## src/rtl/n_bit_seq_shift_right.sv

```systemverilog
// Sequential right shifter: shifts the captured operand by one bit per clock
// until the requested distance is reached. Fill is zero (logical) or the
// operand sign (arithmetic). Result stays on out until the next accepted start.
module n_bit_seq_shift_right #(
   parameter int N  = 32,
   parameter int SW = 5
) (
   input  logic          clk,
   input  logic          rst,
   input  logic          start,
   input  logic [N-1:0]  in,
   input  logic [SW-1:0] shamt,
   input  logic          arith,
   output logic          busy,
   output logic          done,
   output logic [N-1:0]  out
);

   typedef enum logic [1:0] {
      IDLE  = 2'd0,
      SHIFT = 2'd1,
      DONE  = 2'd2
   } state_t;

   state_t        state;
   state_t        state_next;
   logic [SW-1:0] count;
   logic          fill;
   logic          accept;

   // A new operation may begin only while no shift is in flight.
   assign accept = start && ((state == IDLE) || (state == DONE));

   assign busy = (state == SHIFT);
   assign done = (state == DONE);

   // Next-state decision; a zero distance goes straight to DONE.
   always_comb begin
      state_next = state;
      case (state)
         IDLE: begin
            if (start) begin
               state_next = (shamt != '0) ? SHIFT : DONE;
            end
         end
         SHIFT: begin
            if (count <= SW'(1)) begin
               state_next = DONE;
            end
         end
         DONE: begin
            if (start) begin
               state_next = (shamt != '0) ? SHIFT : DONE;
            end else begin
               state_next = IDLE;
            end
         end
         default: state_next = IDLE;
      endcase
   end

   // State register; reset aborts any operation in progress.
   always_ff @(posedge clk) begin
      if (!rst) begin
         state <= IDLE;
      end else begin
         state <= state_next;
      end
   end

   // Working register, remaining-distance counter and latched fill bit.
   always_ff @(posedge clk) begin
      if (!rst) begin
         out   <= '0;
         count <= '0;
         fill  <= 1'b0;
      end else if (accept) begin
         out   <= in;
         count <= shamt;
         fill  <= arith & in[N-1];
      end else if (state == SHIFT) begin
         out <= {fill, out[N-1:1]};
         if (count != '0) begin
            count <= count - SW'(1);
         end
      end
   end

endmodule

```

## config.mk

```make
export PLATFORM = sky130hd
export DESIGN_NAME = n_bit_seq_shift_right
export DESIGN_NICKNAME = d
export VERILOG_FILES = /design/src/rtl/n_bit_seq_shift_right.sv
export SDC_FILE = /design/constraint.sdc
export NUM_CORES = 1
export LEC_CHECK = 0
export BUFFER_PORTS_ARGS = -buffer_cell sky130_fd_sc_hd__buf_2
export CORE_MARGIN = 1.5
export CORE_UTILIZATION = 52
export CTS_CLUSTER_DIAMETER = 200
export CTS_CLUSTER_SIZE = 24
export DETAILED_ROUTE_END_ITERATION = 8
export PLACE_DENSITY = 0.84
export SLEW_MARGIN = 20
export SYNTH_ARGS = -nofsm -noshare
export SYNTH_HDL_FRONTEND = slang
export SYNTH_SLANG_ARGS = --single-unit
```

## constraint.sdc

```tcl
create_clock -name clk -period 2.1 [get_ports clk]
set_input_delay 0 -clock clk [delete_from_list [all_inputs] [get_ports clk]]
set_output_delay 0 -clock clk [all_outputs]
set_load 0.03 [all_outputs]
```

==> results.txt, run 1 <==
Fmax: 617 MHz
CP arrival: 1.85 ns
Initial antenna violation count: 0
Synthesized flop and latch total: 40
Fin. max-slew vios: 0
Post-DRT Antenna Nets: 0
Post-synth EDFFs: 0
Clk slew on worst S/H paths: 0.08 ns
Syn Nets: 277
Simple-gate share of the synthesized area: 0.255
Total GRT Usage: 0.252
Fraction of registers with async set/reset: 0
Setup violators final: 0
Layout cells sized above 1: 0.316
Count of input and output buffers: 74
Wire per inst: 13.4 um
# resized after CTS: 0
Remaining global-route overflow: 0
CTS tree: yes
Type of origin of the critical path: flop
CP Data Required Time: 2.33 ns
Setup Skew: 0.00624 ns
RSZ-0062 raised after global routing: no
Nature of the critical path endpoint: flop
Nets: 362
Final Wtd Congestion: 0.892
DR iter-0 viols: 186
Final hold violations: 0
Status: complete, no violations
Layout area overhead: 33.3%
Share of the synthesized area in the top cell type: 0.416
Die area: 4080 um^2
Min-Delay Path Class: input port to flop
Yosys warnings: 0
Num CTS Buffers: 5
Pwr dens: 877 nW/um^2
Residual DRC count: 0
Main synth FF type: dfxtp_1
Mux cell area share after synthesis: 0.00520
Synth Area in Adders: 0.0130
Boundary Pins: 75
Deepest clock path buffer count: 2
Detailed placement HPWL: 3.04 mm
Final setup TNS: 0 ns
Post-synth top cells: nand2_1, dfxtp_1, nor2_1
Sequential-to-total area share from yosys stat: 0.416
Max H-tree Level: 2
First-pass GRT wire length: 8.18 mm
CORE AREA: 3440 um^2
Worst path cell trace: nor2b_1 -> nand3_1 -> dlygate4sd3_1 -> a21oi_1
Largest cells by area after synthesis: dfxtp_1, nand2_1, a311oi_1
Root Buffer: clkbuf_8
Worst-margin pin slew: 0.741 ns
Max incr delay on CP: 0.57 ns
Slew HR: 0.505
# rows: 21
CTS sink cnt: 40
Maxcap violations: 0
Gate Count Post-Synth: 234
Syn Area/Cell: 8.23 um^2
Crit-path slowest cell: dlygate4sd3_1
Count leader, synth: nand2_1
R2R Setup Slk: 0.48 ns
CP Max Fanout: 6
Static Leakage: 0.00110 uW
Antenna cells: 0
Area share of xor/xnor cells in the synthesized design: 0
DIE HEIGHT: 63.9 um
Initial Util: 0.559
Peak VDD IR: 0.483 mV
Largest net degree at the start of global routing: 41
Yosys cell types: 33
Main combinational cell family by area after synthesis: simple AND/OR/NAND/NOR gates
Tcrit/Tclk final: 0.772
Cell accounting for the most synthesized area: dfxtp_1
Synth Area in Compound Gates: 0.232
Via/cell ratio: 5.40
Post-synthesis cell area: 1930 um^2
Die width: 63.9 um
Detailed Routing Iterations Pass 1: 4
Filler Cells Inserted: 269
Worst skew pair latency: 0.30 ns
Fin crit period: 1.62 ns
Number of global-route vias before repair: 1843
Setup CP Type: flop to flop
Final WL: 4.90 mm
Final Total Pwr: 2250 uW
Via count: 1976
[power breakdown]
group	switching, uW	internal [uW]	total, uW
registers	76.3	855	931
logic	445	251	696
clock network	272	353	625
[routing by layer]
metal / routed length [um] / global-route usage / vias up / part of all wire
met2: 2450 / 0.427 / 63 / 0.50
met5: 0 / 0 / - / 0
met1: 2140 / 0.306 / 918 / 0.44
met3: 232 / 0.0528 / 8 / 0.047
met4: 78 / 0.111 / 0 / 0.016
li1: - / - / 987 / -
[state kept, by name, indices dropped and copies added, names as in the netlist]
register	count
count	5
fill	1
out	32
state	2
[worst max-delay path, delay by kind of cell, from the launching register on]
family | cells | cell delay [ns]
buffers and inverters | 1 | 0.57
and+or+nand+nor | 2 | 0.51
AOI/OAI and AO/OA | 1 | 0.14
DFF | 1 | 0.34
[cell usage in the layout, fill, tap and decap left out, types with 2 or more instances in the layout]
cell type,count
a311oi_1,22
dlygate4sd3_1,20
dfxtp_1,40
buf_2,74
inv_2,2
buf_4,3
inv_1,2
nor3_1,2
a21oi_1,3
nand2_1,71
nand3_1,6
nor2b_1,2
o21ai_0,2
nor2_1,36
clkbuf_8,5
a311oi_2,10
ha_1,2
[logic make-up after synthesis]
kind of cell / after synthesis
buffers and inverters: 24
adders and majority gates: 2
muxes: 1
and+or+nand+nor: 121
DFF: 40
AOI/OAI and AO/OA: 46
[metrics by stage]
step	area (um^2)	setup slack [ns]	instances	utilization	hold WS (ns)
after global routing	2570	0.397	366	0.746	0.0193
after floorplan	1930	0.844	234	-	0.134
after CTS	2570	0.481	366	0.746	0.0131
after detailed placement	2260	0.610	338	0.656	0.261
after global placement	2260	0.683	338	0.656	0.258
final	2570	0.479	366	0.746	0.00922
[final cells by class]
class	instances	area, um^2	share of cell area
flip-flops and latches	40	801	0.312
inverters	4	15.0	0.00585
well taps	46	57.6	0.0224
multi-input cells	170	973	0.379
repair buffers	98	613	0.239
clock buffers	6	72.6	0.0283
clock inverters	2	35.0	0.0136
[what timing repair did]
| item | in CTS | in global routing |
|---|---|---|
| buffers inserted | 0 | 0 |
| endpoints found under the hold margin | 19 | 0 |
| hold buffers | 20 | 0 |
[final timing paths]
path / from / end / cells after the start
min: in[27] / out[27]$_SDFFE_PN0P_ / 3
max: state[0]$_SDFFE_PN0P_ / fill$_SDFFE_PN0P_ / 4
max reg2reg: state[0]$_SDFFE_PN0P_ / fill$_SDFFE_PN0P_ / 4
min reg2reg: count[4]$_SDFFE_PN0P_ / count[4]$_SDFFE_PN0P_ / 2
(Power assumes the default switching activity.)
==> run 2, diff against run 1 <==
Settings changed: CORE_UTILIZATION 52 to 48, PLACE_DENSITY 0.84 to 0.79.
Clock period 2.1 ns to 1.7 ns, I/O delays scaled along.
==> run 2 against run 1 <==
  * Sequential share of layout area shrank 0.30 points
  * Sequential cell count is the same
  * Core utilization decreased by 5.3 points
  * Combinational power grew 26%
  * Power grew 23%
  * Clock power is 20% higher
  * Worst setup slack worse by 0.37 ns
  * Non-clock buffer count unchanged
  * Wire length is 3.0% lower
  * Global-route usage shrank 3.0 points
  * Cell area increased by 0.97%
  * Register-to-register slack got worse by 0.37 ns
  * Largest power group unchanged
==> results.txt, run 2 (synthesized netlist as in run 1, its figures left out) <==
Type of origin of the critical path: flop
CORE AREA: 3740 um^2 (+8.8%)
Total GRT Usage: 0.222 (-0.0303)
Number of global-route vias before repair: 1749 (-5.1%)
Largest register by flop count: out
Max incr delay on CP: 0.57 ns (about the same)
CP delay by family, top: buffers and inverters
Fin. max-slew vios: 0 (unchanged)
CP Data Required Time: 1.92 ns (-0.41 ns)
Area after DPL: 2290 um^2 (+1.6%)
Detailed Routing Iterations Pass 1: 5 (+1)
Largest net degree at the start of global routing: 50 (+22%)
Reg2Reg Depth: 4 (unchanged)
# rows: 22 (+4.8%)
Peak VDD IR: 0.613 mV (+27%)
Die width: 66.3 um (+3.9%)
RSZ-0062 raised after global routing: no
Root Buffer: clkbuf_8
Antenna cells: 0 (unchanged)
Worst path cell trace: nor2b_1 -> nand3_1 -> dlygate4sd3_1 -> a21oi_1
P_sw: 963 uW (+21%)
Layout Cell Area excl Fill: 2590 um^2 (+0.97%)
Non-Filler Instances: 368 (+0.55%)
Via count: 1981 (+0.25%)
Via/cell ratio: 5.38 (-0.29%)
Die area: 4400 um^2 (+7.9%)
Initial Util: 0.514 (-0.0451)
Status: complete, no violations
Worst skew pair latency: 0.29 ns (about the same)
Top Registers: out (32), count (5), state (2)
Crit-path slowest cell: dlygate4sd3_1
Initial antenna violation count: 0 (unchanged)
Clk slew on worst S/H paths: 0.07 ns (about the same)
Layout area overhead: 34.6%
Residual DRC count: 0 (unchanged)
Boundary Pins: 75 (unchanged)
DIE HEIGHT: 66.3 um (+3.9%)
WHS: 0.00149 ns (-0.00774 ns)
Final WL: 4.75 mm (-3.0%)
Deepest clock path buffer count: 2 (unchanged)
Multi-input gate area: 973 um^2 (unchanged)
Maxcap violations: 0 (unchanged)
Wire per inst: 12.9 um (-3.5%)
Pwr dens: 1070 nW/um^2 (+22%)
WP depth: 4 (unchanged)
Layout cells sized above 1: 0.319 (+0.00312)
Setup Skew: 0.00559 ns (-0.000657 ns)
CP arrival: 1.81 ns (-0.04 ns)
Filler Cells Inserted: 310 (+15%)
Max H-tree Level: 2 (unchanged)
DR iter-0 viols: 180 (-3.2%)
Static Leakage: 0.00111 uW (+0.74%)
Register area: 801 um^2 (unchanged)
Most common cell after layout, fill and taps aside: buf_2
Pint: 1810 uW (+24%)
Most frequent cells in the layout: buf_2, nand2_1, dfxtp_1, nor2_1, a311oi_1
Max FFs per register: 32 (unchanged)
Nature of the critical path endpoint: flop
Seq pwr share: 0.412 (about the same)
CTS sink cnt: 40 (unchanged)
Remaining global-route overflow: 0 (unchanged)
Fin crit period: 1.59 ns (-0.0309 ns)
Num CTS Buffers: 5 (unchanged)
Placed cell count: 341 (+0.89%)
Worst-margin pin slew: 0.414 ns (-0.327 ns)
Detailed placement HPWL: 3.13 mm (+2.7%)
Final setup TNS: 0 ns (unchanged)
Final Wtd Congestion: 0.835 (-6.3%)
Slew HR: 0.724 (+0.218)
Buf/Inv on CP: 1 (unchanged)
Post-DRT Antenna Nets: 0 (unchanged)
Hold Path Depth: 3 (unchanged)
First-pass GRT wire length: 7.62 mm (-6.8%)
Nets: 362 (unchanged)
Clock network power share: 0.271 (-0.006)
Setup CP Type: flop to flop
Setup violators final: 0 (unchanged)
Gate power share: 0.317 (+0.008)
Final hold violations: 0 (unchanged)
CP Max Fanout: 6 (unchanged)
CTS tree: yes
Tcrit/Tclk final: 0.935 (+0.163)
Switching Fraction: 0.347 (-0.00564)
Count of input and output buffers: 74 (unchanged)
Fmax: 629 MHz (+1.9%)
Min-Delay Path Class: input port to flop
[run 2: changes by cell type in the layout (fill, tap and decap cells not counted), sizes merged]
cell         before  now
dlygate4sd3      20   19
buf              78   79
[run 2: layer usage]
metal / GRT usage / part of all wire / wire [um] / vias to the layer above
li1: - / - / - / 985
met1: 0.288 / 0.45 / 2140 / 903
met2: 0.361 / 0.46 / 2210 / 85
met3: 0.0596 / 0.070 / 335 / 8
met4: 0.0587 / 0.015 / 72 / 0
met5: 0 / 0 / 0 / -
[run 2: timing repair]
| action | 4_1_cts | 5_1_grt |
|---|---|---|
| gates resized for setup | 0 | 0 |
| hold buffers | 19 | 0 |
| hold endpoints to repair | 18 | 0 |
| buffers inserted | 0 | 0 |
[run 2: final timing paths]
path	startpoint	end	slack, ns
max reg2reg	state[0]$_SDFFE_PN0P_	fill$_SDFFE_PN0P_	0.11
min reg2reg	fill$_SDFFE_PN0P_	fill$_SDFFE_PN0P_	0.47
max	state[0]$_SDFFE_PN0P_	fill$_SDFFE_PN0P_	0.11
min	in[1]	out[1]$_SDFFE_PN0P_	0.001
[run 2: stage by stage]
step | setup WS, ns | power [uW] | utilization
after floorplan | 0.444 | 1780 | -
after global placement | 0.444 | 1990 | 0.613
after detailed placement | 0.368 | 2000 | 0.613
after CTS | 0.118 | 2790 | 0.693
after global routing | 0.0631 | 2930 | 0.693
final | 0.110 | 2780 | 0.693
[run 2: tightest hold or removal path, cell delays in order]
cell and delay (ns):
buf_2 0.09, nor2_1 0.09, a311oi_1 0.05
[run 2: layout make-up]
| class | count | share of cell area |
|---|---|---|
| clock inverter | 2 | 0.0135 |
| clock buffer | 6 | 0.0280 |
| sequential | 40 | 0.309 |
| inverter | 4 | 0.00579 |
| multi-input combinational | 170 | 0.375 |
| timing repair buffer | 98 | 0.245 |
| tap | 48 | 0.0232 |
[run 2: power groups by stage]
stage	sequential, uW	combinational [uW]	clock (uW)
finish	1140	879	753
global route	1160	956	814
CTS	1140	875	768
detailed placement	1160	838	0
global placement	1160	824	0
floorplan	1320	461	0
